<file path="config.mk">
export PLATFORM = sky130hd
export DESIGN_NAME = sm83_ctl_seq
export DESIGN_NICKNAME = d
export VERILOG_FILES = /design/src/rtl/sm83_ctl_seq.sv
export SDC_FILE = /design/constraint.sdc
export NUM_CORES = 1
export LEC_CHECK = 0
export CAP_MARGIN = 15
export CORE_ASPECT_RATIO = 1.25
export CORE_UTILIZATION = 43
export DETAILED_ROUTE_END_ITERATION = 8
export GPL_ROUTABILITY_DRIVEN = 0
export PLACE_DENSITY = 0.89
export SKIP_LAST_GASP = 1
export SYNTH_ARGS = -nofsm -noshare
export SYNTH_HDL_FRONTEND = slang
export SYNTH_SLANG_ARGS = --single-unit
</file>
<file path="constraint.sdc">
create_clock -name clk -period 3.9 [get_ports clk]
set_input_delay 0.39 -clock clk [delete_from_list [all_inputs] [get_ports clk]]
set_output_delay 0.39 -clock clk [all_outputs]
set_load 0.01 [all_outputs]
</file>
<file path="src/rtl/sm83_ctl_seq.sv">
// SM83 execute sequencer: steps per-op M-cycle slots, handles stall, HALT/wake
// and the 5-M-cycle interrupt dispatch; all strobes decode combinationally.
package sm83_ctl_pkg;
  typedef enum logic [3:0] {
    CTL_NOP, CTL_LD_R8_D8, CTL_LD_R8_R8, CTL_ALU_R8,
    CTL_LDPTR_A_R16, CTL_LDPTR_R8_HL, CTL_LDPTR_R16_A, CTL_LDPTR_HL_R8,
    CTL_LDPTR_HL_D8, CTL_JP_D16, CTL_JP_CC_D16, CTL_HALT
  } ctl_op_t;

  typedef logic [3:0] alu_op_t;

  typedef enum logic [1:0] {ADDR_PC, ADDR_GP16, ADDR_SP} addr_sel_t;

  typedef struct packed {
    logic inc_pc;
    logic mem_to_z;
    logic mem_to_w;
    logic mem_to_ir;
    logic mem_to_r8;
    logic capture_alu_res;
    logic r8_to_alu_op1;
    logic update_flags;
    logic r8_to_mem;
    logic z_to_mem;
    logic wz_to_pc;
    logic dec_sp;
    logic pch_to_mem;
    logic pcl_to_mem;
    logic vec_to_pc;
    logic irq_ack;
    logic clr_ime;
  } strb_t;
endpackage

module sm83_ctl_seq
  import sm83_ctl_pkg::*;
#(
  parameter int MAX_STEPS = 8,
  parameter int IDX_W     = $clog2(MAX_STEPS)
) (
  input  logic             clk,
  input  logic             rst_n,
  input  ctl_op_t          i_ctl_op,
  input  alu_op_t          i_decoded_alu_op,
  input  logic             i_cond_met,
  input  logic             i_stall,
  input  logic             i_int_req,
  input  logic             i_ime,
  output alu_op_t          o_alu_op,
  output addr_sel_t        o_addr_sel,
  output logic             o_inc_pc,
  output logic             o_mem_to_z,
  output logic             o_mem_to_w,
  output logic             o_mem_to_ir,
  output logic             o_mem_to_r8,
  output logic             o_capture_alu_res,
  output logic             o_r8_to_alu_op1,
  output logic             o_update_flags,
  output logic             o_r8_to_mem,
  output logic             o_z_to_mem,
  output logic             o_wz_to_pc,
  output logic             o_dec_sp,
  output logic             o_pch_to_mem,
  output logic             o_pcl_to_mem,
  output logic             o_vec_to_pc,
  output logic             o_irq_ack,
  output logic             o_clr_ime,
  output logic             o_halt,
  output logic [IDX_W-1:0] o_step_idx
);

  if (MAX_STEPS < 5) begin : g_bad_max_steps
    $error("sm83_ctl_seq: MAX_STEPS must be >= 5 to hold the IRQ dispatch");
  end

  typedef enum logic [1:0] {ST_BOOT, ST_RUN, ST_HALTED, ST_IRQ} state_t;

  localparam logic [IDX_W-1:0] S0 = 0;
  localparam logic [IDX_W-1:0] S1 = 1;
  localparam logic [IDX_W-1:0] S2 = 2;
  localparam logic [IDX_W-1:0] S3 = 3;

  state_t           r_state, w_nxt_state;
  logic [IDX_W-1:0] r_idx, w_nxt_idx;
  strb_t            w_s;
  addr_sel_t        w_addr;
  logic             w_fetch, w_take_irq;

  always_ff @(posedge clk or negedge rst_n) begin
    if (!rst_n) begin
      r_state <= ST_BOOT;
      r_idx   <= '0;
    end else begin
      r_state <= w_nxt_state;
      r_idx   <= w_nxt_idx;
    end
  end

  always_comb begin
    w_s         = '0;
    w_addr      = ADDR_PC;
    w_fetch     = 1'b0;
    w_take_irq  = 1'b0;
    w_nxt_state = r_state;
    w_nxt_idx   = r_idx + IDX_W'(1);
    unique case (r_state)
      ST_BOOT: begin
        w_fetch     = 1'b1;
        w_nxt_state = ST_RUN;
      end
      ST_RUN: begin
        // The last slot of each sequence falls into the default fetch arm,
        // so an out-of-range idx can never run away.
        case (i_ctl_op)
          CTL_LD_R8_D8:
            if (r_idx == S0) begin
              w_s.mem_to_z = 1'b1;
              w_s.inc_pc   = 1'b1;
            end else begin
              w_s.r8_to_alu_op1   = 1'b1;
              w_s.capture_alu_res = 1'b1;
              w_fetch             = 1'b1;
            end
          CTL_LD_R8_R8: begin
            w_s.r8_to_alu_op1   = 1'b1;
            w_s.capture_alu_res = 1'b1;
            w_fetch             = 1'b1;
          end
          CTL_ALU_R8: begin
            w_s.r8_to_alu_op1   = 1'b1;
            w_s.capture_alu_res = 1'b1;
            w_s.update_flags    = 1'b1;
            w_fetch             = 1'b1;
          end
          CTL_LDPTR_A_R16, CTL_LDPTR_R8_HL:
            if (r_idx == S0) begin
              w_s.mem_to_z = 1'b1;
              w_addr       = ADDR_GP16;
            end else begin
              w_s.r8_to_alu_op1   = 1'b1;
              w_s.capture_alu_res = 1'b1;
              w_fetch             = 1'b1;
            end
          CTL_LDPTR_R16_A, CTL_LDPTR_HL_R8:
            if (r_idx == S0) begin
              w_s.r8_to_mem = 1'b1;
              w_addr        = ADDR_GP16;
            end else begin
              w_fetch = 1'b1;
            end
          CTL_LDPTR_HL_D8:
            case (r_idx)
              S0: begin
                w_s.mem_to_z = 1'b1;
                w_s.inc_pc   = 1'b1;
              end
              S1: begin
                w_s.z_to_mem = 1'b1;
                w_addr       = ADDR_GP16;
              end
              default: w_fetch = 1'b1;
            endcase
          CTL_JP_D16, CTL_JP_CC_D16:
            case (r_idx)
              S0: begin
                w_s.mem_to_z = 1'b1;
                w_s.inc_pc   = 1'b1;
              end
              S1: begin
                w_s.mem_to_w = 1'b1;
                w_s.inc_pc   = 1'b1;
              end
              // Untaken JP cc fetches a slot early: 3 M-cycles instead of 4.
              S2:
                if (i_ctl_op == CTL_JP_D16 || i_cond_met) w_s.wz_to_pc = 1'b1;
                else                                       w_fetch      = 1'b1;
              default: w_fetch = 1'b1;
            endcase
          CTL_HALT: begin
            w_nxt_state = ST_HALTED;
            w_nxt_idx   = '0;
          end
          default: w_fetch = 1'b1;
        endcase
        if (w_fetch && i_ime && i_int_req) begin
          w_take_irq  = 1'b1;
          w_s.clr_ime = 1'b1;
          w_nxt_state = ST_IRQ;
        end
      end
      ST_HALTED: begin
        w_nxt_idx = '0;
        if (i_int_req) begin
          w_s.clr_ime = i_ime;
          w_nxt_state = i_ime ? ST_IRQ : ST_BOOT;
        end
      end
      ST_IRQ:
        case (r_idx)
          S0: ;
          S1: w_s.dec_sp = 1'b1;
          S2: begin
            w_s.pch_to_mem = 1'b1;
            w_s.dec_sp     = 1'b1;
            w_addr         = ADDR_SP;
          end
          S3: begin
            w_s.pcl_to_mem = 1'b1;
            w_s.vec_to_pc  = 1'b1;
            w_s.irq_ack    = 1'b1;
            w_addr         = ADDR_SP;
          end
          default: begin
            w_fetch     = 1'b1;
            w_nxt_state = ST_RUN;
          end
        endcase
      default: w_nxt_state = ST_BOOT;
    endcase
    if (w_fetch) begin
      w_nxt_idx = '0;
      if (!w_take_irq) begin
        w_s.mem_to_ir = 1'b1;
        w_s.inc_pc    = 1'b1;
      end
    end
    // Stall wins over everything, including IRQ entry and HALT wake.
    if (i_stall) begin
      w_s         = '0;
      w_nxt_state = r_state;
      w_nxt_idx   = r_idx;
    end
  end

  assign o_alu_op          = i_decoded_alu_op;
  assign o_addr_sel        = w_addr;
  assign o_inc_pc          = w_s.inc_pc;
  assign o_mem_to_z        = w_s.mem_to_z;
  assign o_mem_to_w        = w_s.mem_to_w;
  assign o_mem_to_ir       = w_s.mem_to_ir;
  assign o_mem_to_r8       = w_s.mem_to_r8;
  assign o_capture_alu_res = w_s.capture_alu_res;
  assign o_r8_to_alu_op1   = w_s.r8_to_alu_op1;
  assign o_update_flags    = w_s.update_flags;
  assign o_r8_to_mem       = w_s.r8_to_mem;
  assign o_z_to_mem        = w_s.z_to_mem;
  assign o_wz_to_pc        = w_s.wz_to_pc;
  assign o_dec_sp          = w_s.dec_sp;
  assign o_pch_to_mem      = w_s.pch_to_mem;
  assign o_pcl_to_mem      = w_s.pcl_to_mem;
  assign o_vec_to_pc       = w_s.vec_to_pc;
  assign o_irq_ack         = w_s.irq_ack;
  assign o_clr_ime         = w_s.clr_ime;
  assign o_halt            = (r_state == ST_HALTED);
  assign o_step_idx        = r_idx;

endmodule

</file>
# --- After elaboration in Yosys (flattened, before gate mapping) ---
# Index checks and enable logic that the tools add are counted.
op_classes:
  addsub: 1
  n_eq_ne: 20
  n_mux: 52
  n_bitwise: 1
  reduce_logical: 18
ops:
  columns: ["operator", "n"]
  rows:
  - ["$mux W1", 26]
  - ["$mux W17", 1]
  - ["$eq A4 B3 Y1 const B", 4]
  - ["$eq A4 B4 Y1 const B", 4]
  - ["$mux W2", 8]
  - ["$reduce_or A2 Y1", 7]
  - ["$mux W3", 4]
  - ["$reduce_or A4 Y1", 3]
  - ["$pmux W1 S2", 5]
  - ["$eq A4 B2 Y1 const B", 2]
  - ["$pmux W2 S2", 2]
  - ["$pmux W2 S4", 1]
  - ["$eq A3 B2 Y1 const B", 2]
  - ["$mux W6", 1]
  - ["$pmux W3 S2", 1]
  - ["$mux W5", 1]
  - ["$reduce_or A5 Y1", 1]
  - ["$eq A2 B2 Y1 const B", 2]
  - ["$eq A4 B1 Y1 const B", 1]
  - ["$ne A2 B2 Y1 const B", 2]
  - ["$pmux W1 S4", 1]
  - ["$reduce_and A4 Y1", 1]
  - ["$add A3 B1 Y3 const B", 1]
  - ["$eq A3 B1 Y1 const B", 1]
  - ["9 further kinds", 10]
word_totals:
  regBits: 5
  inputBits: 14

# --- Logic depth before layout (Yosys ltp) ---
# Gate-level depths: netlist of the first run.
logic_depth:
  depth_word: 13
  mapped_depth: 8
  depth_no_buf: 7

# --- Worst setup path before layout of the first run ---
# No wires, ideal clock.
synth_path:
  kind: "reg2out"
  start: "register r_idx[0] (netlist: o_step_idx[0])"
  end: "output port o_inc_pc"
  arrival_ns: 1.869
  t_required_ns: 3.510
  path_slack_ns: 1.641
  stages_incl_launch_ff: 8
  path_buffers: 0
  cell_sequence: "dfrtp_1 -> inv_1 -> ha_1 -> inv_1 -> o41ai_2 -> nand4_2 -> and2_1 -> o32ai_1"
synth_between:
  elab_chain_len: 12
  elab_cells_between_ends: 24
synth_rtl:
  columns: ["element", "line_no", "text"]
  rows:
  - ["start: declaration", "84", "logic [IDX_W-1:0] r_idx, w_nxt_idx;"]
  - ["start signal: assignment", "95", "r_idx <= w_nxt_idx;"]
  - ["$eq A3 B1 Y1 / $logic_not A3 Y1 (equally long branches)", null, null]
  - ["$reduce_or A2 Y1 (no source line)", null, null]
  - ["$pmux W1 S2 / $mux W1 (equally long branches)", "164, 152", null]
  - ["$pmux W1 S4", "114", "case (i_ctl_op)"]
  - ["$mux W1", "106", "unique case (r_state)"]
  - ["$logic_and A1 B1 Y1 (2 in series)", "185", "if (w_fetch && i_ime && i_int_req) begin"]
  - ["$mux W1", "185", null]
  - ["$mux W1", "106", null]
  - ["$mux W1", "222", "if (!w_take_irq) begin"]
  - ["$mux W1 *", "220", "if (w_fetch) begin"]
  - ["$mux W17 *", "228", "if (i_stall) begin"]
  - ["end: declaration", "51", "output logic o_inc_pc,"]
# Mark *: on every way between the ends. The rest lies on a longest branch, timed or not. The select of a mux whose other input is x is not followed.

# --- Final worst setup path of the first run ---
layout_path:
  start: "input port i_ctl_op[1]"
  end: "output port o_inc_pc"
layout_between:
  elab_chain_len: 13
  elab_cells_between_ends: 27
layout_rtl:
  columns: ["element", "line_no", "text"]
  rows:
  - ["start: declaration", "43", "input ctl_op_t i_ctl_op,"]
  - ["$eq A4 B4 Y1", "114, 175", null]
  - ["$logic_or A1 B1 Y1", "175", "if (i_ctl_op == CTL_JP_D16 || i_cond_met) w_s.wz_to_pc = 1'b1;"]
  - ["$mux W1", "175", null]
  - ["$pmux W1 S2", "164", "case (r_idx)"]
  - ["$pmux W1 S4", "114", null]
  - ["$mux W1", "106", null]
  - ["$logic_and A1 B1 Y1 (2 in series)", "185", null]
  - ["$mux W1", "185", null]
  - ["$mux W1", "106", null]
  - ["$mux W1", "222", null]
  - ["$mux W1 *", "220", null]
  - ["$mux W17 *", "228", null]
# Marks and branches as above.

==> impl_metrics.yaml, run 1 <==
timing:
  post-route-period-util_pct: 80.9
  finClkSkew_ns: 0.00142
  drv_slew: 0
  unrepaired_setup_endpoints_after_global_routing: "false"
  timing.final.crit_period_ns: 3.16
  timing.setup.tns_ns: 0
  hold_viol: 0
  achievable_freq_ghz: 0.317
  fin_hold_ws_ns: 0.359
  setup_viol_count_final: 0
outcome:
  outcome: "completed"
worst_setup_path:
  critical_path_required_ns: 3.51
  worstPathCellList: "clkdlybuf4s50_1 > nor2b_1 > o41ai_2 > nand4_2 > and2_1 > o32ai_1 > clkdlybuf4s50_1"
  highest_net_fanout_along_the_worst_path: 14
  worst_path_largest_cell_delay_ns: 0.65
  timing.critical_path.mode_cell: "clkdlybuf4s50_1"
  endpoint_kind: "output pin"
  crit_path_start_kind: "primary input"
  timing.setup.critical_path_class: "in2out"
  critPathArrivalTime_ns: 2.77
  critPathSlowestCell: "clkdlybuf4s50_1"
  r2r_setup_slack_ns: 1.59
synth:
  ys_warn_count: 0
  syn-num-nets: 138
  synthDistinctLibCells: 42
  synth_seq_area_share_pct: 14.9
  synth.avg_cell_area_um2: 7.26
  async_reset_ff_share_pct: 100
  synth_cells: 116
  synth_enable_flop_cells: 0
  yosys_register_bits: 5
  syn_area_um2: 842
  ys.flop_type: "dfrtp_1"
finish:
  area_growth_pct: 32.7
  utilization_pct: 61.8
  layout_commonest_cell: "clkdlybuf4s50_1"
  commonest_non_fill_non_tap_cells_in_the_layout: "31 x clkdlybuf4s50_1, 12 x inv_1, 9 x nor2_1"
  fillCellCount: 178
  multi_input_logic_area_um2: 587
  layout-drive-gt1-share_pct: 5.07
  sequential_cell_area_um2: 125
  antenna-diode-count: 0
  fin_nets: 161
  layout.cells.non_filler: 157
die:
  initial_core_util_pct: 46.6
  die_span_y_um: 51.5
  fp.coreArea_mm2: 0.00181
  io-pin-count: 41
  die_area_mm2: 0.00214
  floorplan.die.width_um: 41.6
  placementRows: 17
detailed_routing:
  wire_length_after_detailed_routing_mm: 2.11
  remaining_design_rule_violation_count: 0
  wl_per_cell_um: 13.4
  via_per_inst: 5.92
  drt-pass1-iter-count: 4
  num_vias: 929
  postRouteAntennaNets: 0
  detailedRoute.firstIterationViolations: 43
clocking:
  cts_made_buffers: 3
  clock_path_buffers: 2
  post_cts_hold_buffers: 0
  cts_setup_buffers: 0
  numClockSinks: 5
  ctsResizeCount: 0
  clock_tree_from_tritoncts: "done"
  clock_latency_ns: 0.24
  clk_root_buffer_cell: "clkbuf_4"
  cts.htree.levels: 1
  clkTransAtPathRegs_ns: 0.04
power_and_ir_drop:
  vdd.ir_drop.worst_v: 0.000308
  intPower_mw: 0.294
  switching_share_pct: 47.0
  switching_power_mw: 0.261
  leakagePower_nw: 0.441
  power-per-cell-area_mw_per_mm2: 497
  pwr-share-comb_pct: 71.4
  power_frac_seq_pct: 18.0
  power.clock.fraction_pct: 10.6
place:
  placed_cells_incl_taps: 153
  place.detailed.hpwl_mm: 1.63
  port_buffers: 31
grt:
  largest_net_degree_at_the_start_of_global_routing: 15
  grt_use_total_pct: 20.3
  initial_antenna_violation_count: 0
  grt_overflow: 0
  number_of_global_route_vias_before_repair: 849
  grt_pass1_wl_mm: 3.42
run:
  cap_viol_max_count: 0
hold_path:
  holdCritPathClass: "in2async"
-- per-layer routing --
metal	up-vias	routed length, um	track usage, %
li1	449	-	-
met1	420	889	23.6
met2	53	1050	36.7
met3	7	129	0.353
met4	0	39	12.4
met5	-	0	0
-- cells by family after synthesis --
family	Yosys count	share of synthesized area, %
and+or+nand+nor	44	28.5
AOI/OAI and AO/OA	30	25.3
buffers and inverters	25	15.5
adders and majority gates	8	11.9
DFF	5	14.9
muxes	2	2.53
other	1	0.445
xor gates and xnor gates	1	1.04
-- power groups by stage --
| stage | logic (mW) | clock network (mW) | registers [mW] |
|---|---|---|---|
| 2_1_floorplan | 0.270 | 0 | 0.0978 |
| 3_3_place_gp | 0.381 | 0 | 0.0997 |
| 3_5_place_dp | 0.390 | 0 | 0.100 |
| 4_1_cts | 0.392 | 0.0620 | 0.100 |
| 5_1_grt | 0.437 | 0.0623 | 0.105 |
| 6_report | 0.396 | 0.0586 | 0.100 |
-- critical path, delay by kind of cell --
| family | cells | cell delay [ns] |
|---|---|---|
| simple gates | 3 | 0.69 |
| compound gates | 2 | 0.46 |
| buf+inv | 2 | 1.23 |
-- synth_stat cells, types with 2 or more instances --
library cell   n  area [um2]
inv_1         12        45.0
buf_4          9        67.6
nor2_1         9        33.8
ha_1           8         100
nand2_1        8        30.0
nor3_1         8        40.0
a21oi_1        6        30.0
dfrtp_1        5         125
nand2b_1       4        25.0
and3_1         3        18.8
o21ai_0        3        15.0
o21ai_1        3        15.0
a22oi_1        2        15.0
and2_1         2        12.5
buf_2          2        10.0
clkbuf_1       2        7.51
nand3b_1       2        15.0
nor2b_1        2        12.5
nor3b_1        2        15.0
o21bai_1       2        15.0
-- registers in the layout, indices dropped and copies added (netlist names) --
register and flops:
r_state 2, o_step_idx 3
-- metrics by stage --
step	total power, mW	setup WS [ns]	instance area (um2)
6_report	0.555	0.743	1120
5_1_grt	0.604	0.594	1120
4_1_cts	0.554	0.766	1120
3_5_place_dp	0.490	0.773	1090
3_3_place_gp	0.481	0.834	1090
2_1_floorplan	0.367	1.64	842
-- path summary, 6_finish.rpt --
kind                                            from                   endpoint  cells after the start
hold reg to reg            o_step_idx[0]$_DFFE_PN0N_  o_step_idx[0]$_DFFE_PN0N_                      1
hold / removal                                 rst_n     r_state[0]$_DFFE_PN0P_                      1
min in group clk           o_step_idx[0]$_DFFE_PN0N_  o_step_idx[0]$_DFFE_PN0N_                      1
max in group asynchronous                      rst_n  o_step_idx[2]$_DFFE_PN0N_                      1
setup reg to reg           o_step_idx[1]$_DFFE_PN0N_     r_state[1]$_DFFE_PN0P_                      7
setup / recovery                         i_ctl_op[1]                   o_inc_pc                      7
-- area by class of cell --
class                   instances  share of cell area (%)
clock buffers                   4                    2.35
inverters                      12                    4.03
multi-input cells              86                    52.5
flip-flops and latches          5                    11.2
well taps                      19                    2.13
repair buffers                 31                    27.8
Power figures use the tool's default switching activity.
==> run 2: changes to the inputs <==
--- a/config.mk
+++ b/config.mk
@@ -7,10 +7,10 @@
 export LEC_CHECK = 0
 export CAP_MARGIN = 15
 export CORE_ASPECT_RATIO = 1.25
-export CORE_UTILIZATION = 43
+export CORE_UTILIZATION = 36
 export DETAILED_ROUTE_END_ITERATION = 8
 export GPL_ROUTABILITY_DRIVEN = 0
-export PLACE_DENSITY = 0.89
+export PLACE_DENSITY = 0.8
 export SKIP_LAST_GASP = 1
 export SYNTH_ARGS = -nofsm -noshare
 export SYNTH_HDL_FRONTEND = slang
==> constraint.sdc (replaced) <==
create_clock -name clk -period 2.55 [get_ports clk]
set_input_delay 0.255 -clock clk [delete_from_list [all_inputs] [get_ports clk]]
set_output_delay 0.255 -clock clk [all_outputs]
set_load 0.01 [all_outputs]
==> impl_metrics.yaml, run 2 (synthesized netlist as in run 1, its figures left out) <==
outcome:
  outcome: "completed"
finish:
  utilization_pct: 59.9
  layout.cells.non_filler: 194
  commonest_non_fill_non_tap_cells_in_the_layout: "27 x clkdlybuf4s50_1, 25 x buf_4, 12 x inv_1"
  fin_nets: 186
  area_growth_pct: 57.4
  max_ffs_per_register: 3
  antenna-diode-count: 0
  final_cell_area_mm2: 0.00133
  layout-drive-gt1-share_pct: 21.5
  layout_commonest_cell: "clkdlybuf4s50_1"
die:
  fp.coreArea_mm2: 0.00221
  placementRows: 19
  die_span_y_um: 56.1
  die_area_mm2: 0.00254
  floorplan.die.width_um: 45.3
  io-pin-count: 41
  initial_core_util_pct: 38.1
clocking:
  clkTransAtPathRegs_ns: 0.04
  clock_path_buffers: 2
  clk_root_buffer_cell: "clkbuf_4"
  cts.htree.levels: 1
  numClockSinks: 5
  post_cts_hold_buffers: 0
  clock_tree_from_tritoncts: "done"
  clock_latency_ns: 0.24
  cts_made_buffers: 3
worst_setup_path:
  endpoint_kind: "output pin"
  critPathArrivalTime_ns: 2.25
  worst-r2r-cell-count: 9
  highest_net_fanout_along_the_worst_path: 9
  timing.critical_path.depth: 6
  timing.setup.critical_path_class: "in2out"
  critical_path_required_ns: 2.30
  critPathSlowestCell: "clkdlybuf4s50_1"
  worst-path-buf-inv: 4
  worstPathCellList: "clkdlybuf4s50_1 > buf_4 > buf_4 > nand2b_1 > a2111oi_0 > clkdlybuf4s50_1"
  r2r_setup_slack_ns: 0.17
  critical-path-top-delay-family: "buffers and inverters"
  worst_path_largest_cell_delay_ns: 0.62
  crit_path_start_kind: "primary input"
timing:
  drv_slew: 0
  finClkSkew_ns: 0.00250
  post-route-period-util_pct: 98.1
  setup_viol_count_final: 0
  hold_viol: 0
  timing.setup.tns_ns: 0
  unrepaired_setup_endpoints_after_global_routing: "true"
  achievable_freq_ghz: 0.400
  timing.final.crit_period_ns: 2.50
grt:
  number_of_global_route_vias_before_repair: 1003
  initial_antenna_violation_count: 0
  largest_net_degree_at_the_start_of_global_routing: 12
  grt_use_total_pct: 21.2
  grt_pass1_wl_mm: 4.13
  grt_overflow: 0
detailed_routing:
  wire_length_after_detailed_routing_mm: 2.51
  postRouteAntennaNets: 0
  wl_per_cell_um: 12.9
  num_vias: 1016
  detailedRoute.firstIterationViolations: 29
  remaining_design_rule_violation_count: 0
  via_per_inst: 5.24
  drt-pass1-iter-count: 4
run:
  cap_viol_max_count: 0
place:
  place.detailed.hpwl_mm: 2.03
  placed_cells_incl_taps: 188
  port_buffers: 31
  place_area_mm2: 0.00128
hold_path:
  holdCritPathClass: "in2async"
power_and_ir_drop:
  power-per-cell-area_mw_per_mm2: 755
  vdd.ir_drop.worst_v: 0.000581
  leakagePower_nw: 0.589
## run 2: power breakdown
part           internal [mW]  switching [mW]  leakage [nW]
Combinational          0.388           0.390         0.508
Sequential             0.110          0.0206        0.0651
Clock                 0.0591          0.0326        0.0150
## run 2: layer usage
| layer | wire length [um] | part of all wire, % | vias up | global-route usage [%] |
|---|---|---|---|---|
| met1 | 997 | 40 | 476 | 23.6 |
| li1 | - | - | 499 | - |
| met3 | 110 | 4.4 | 9 | 2.60 |
| met4 | 84 | 3.3 | 0 | 10.8 |
| met5 | 0 | 0 | - | 0 |
| met2 | 1320 | 53 | 32 | 37.3 |
## run 2: layout make-up
cell class,instances,area (um2)
Sequential cell,5,125
Tap cell,31,38.8
Inverter,12,45.0
Multi-Input combinational cell,86,597
Timing Repair Buffer,56,493
Clock buffer,4,26.3
Fill cell,193,886
## run 2: repair_timing
item                                    in CTS  in global routing
endpoints found under the setup margin       3                  6
pin swaps                                    0                  1
setup buffers                                0                  2
gates resized for setup                      3                  5
## run 2: worst register-to-register path: cells and delay by family, from the launching register on
kind	cells	cell delay, ns
buffers and inverters	4	0.49
flip-flops	1	0.39
AO/OA/AOI/OAI	2	0.66
multiplexers	1	0.37
adder cells (fa/ha/maj)	1	0.19
AND/OR/NAND/NOR	1	0.17
## run 2: worst paths after layout
check / startpoint / to
worst max-delay path: i_ctl_op[1] / o_wz_to_pc
worst min-delay path: rst_n / o_step_idx[1]$_DFFE_PN0N_
worst max register to register: o_step_idx[0]$_DFFE_PN0N_ / r_state[1]$_DFFE_PN0P_
worst min register to register: o_step_idx[0]$_DFFE_PN0N_ / o_step_idx[0]$_DFFE_PN0N_
max in group asynchronous: rst_n / r_state[1]$_DFFE_PN0P_
min in group clk: i_decoded_alu_op[3] / o_alu_op[3]
## run 2: metrics by stage
step	setup slack (ns)	hold WS [ns]	total power, mW
floorplan	0.426	-0.0406	0.562
global placement	-0.0219	0.483	0.865
detailed placement	-0.143	0.491	0.890
CTS	-0.0414	0.227	0.978
global route	-0.0784	0.251	1.08
finish	0.0477	0.228	1.00
==> run 3: changes to the inputs <==
--- a/config.mk
+++ b/config.mk
@@ -5,11 +5,11 @@
 export SDC_FILE = /design/constraint.sdc
 export NUM_CORES = 1
 export LEC_CHECK = 0
+export ABC_CLOCK_PERIOD_IN_PS = 2550
 export CAP_MARGIN = 15
 export CORE_ASPECT_RATIO = 1.25
 export CORE_UTILIZATION = 36
 export DETAILED_ROUTE_END_ITERATION = 8
-export GPL_ROUTABILITY_DRIVEN = 0
 export PLACE_DENSITY = 0.8
 export SKIP_LAST_GASP = 1
 export SYNTH_ARGS = -nofsm -noshare
==> results of run 3 <==
Same layout as run 2: the final DEF is identical, and so are final timing and power.
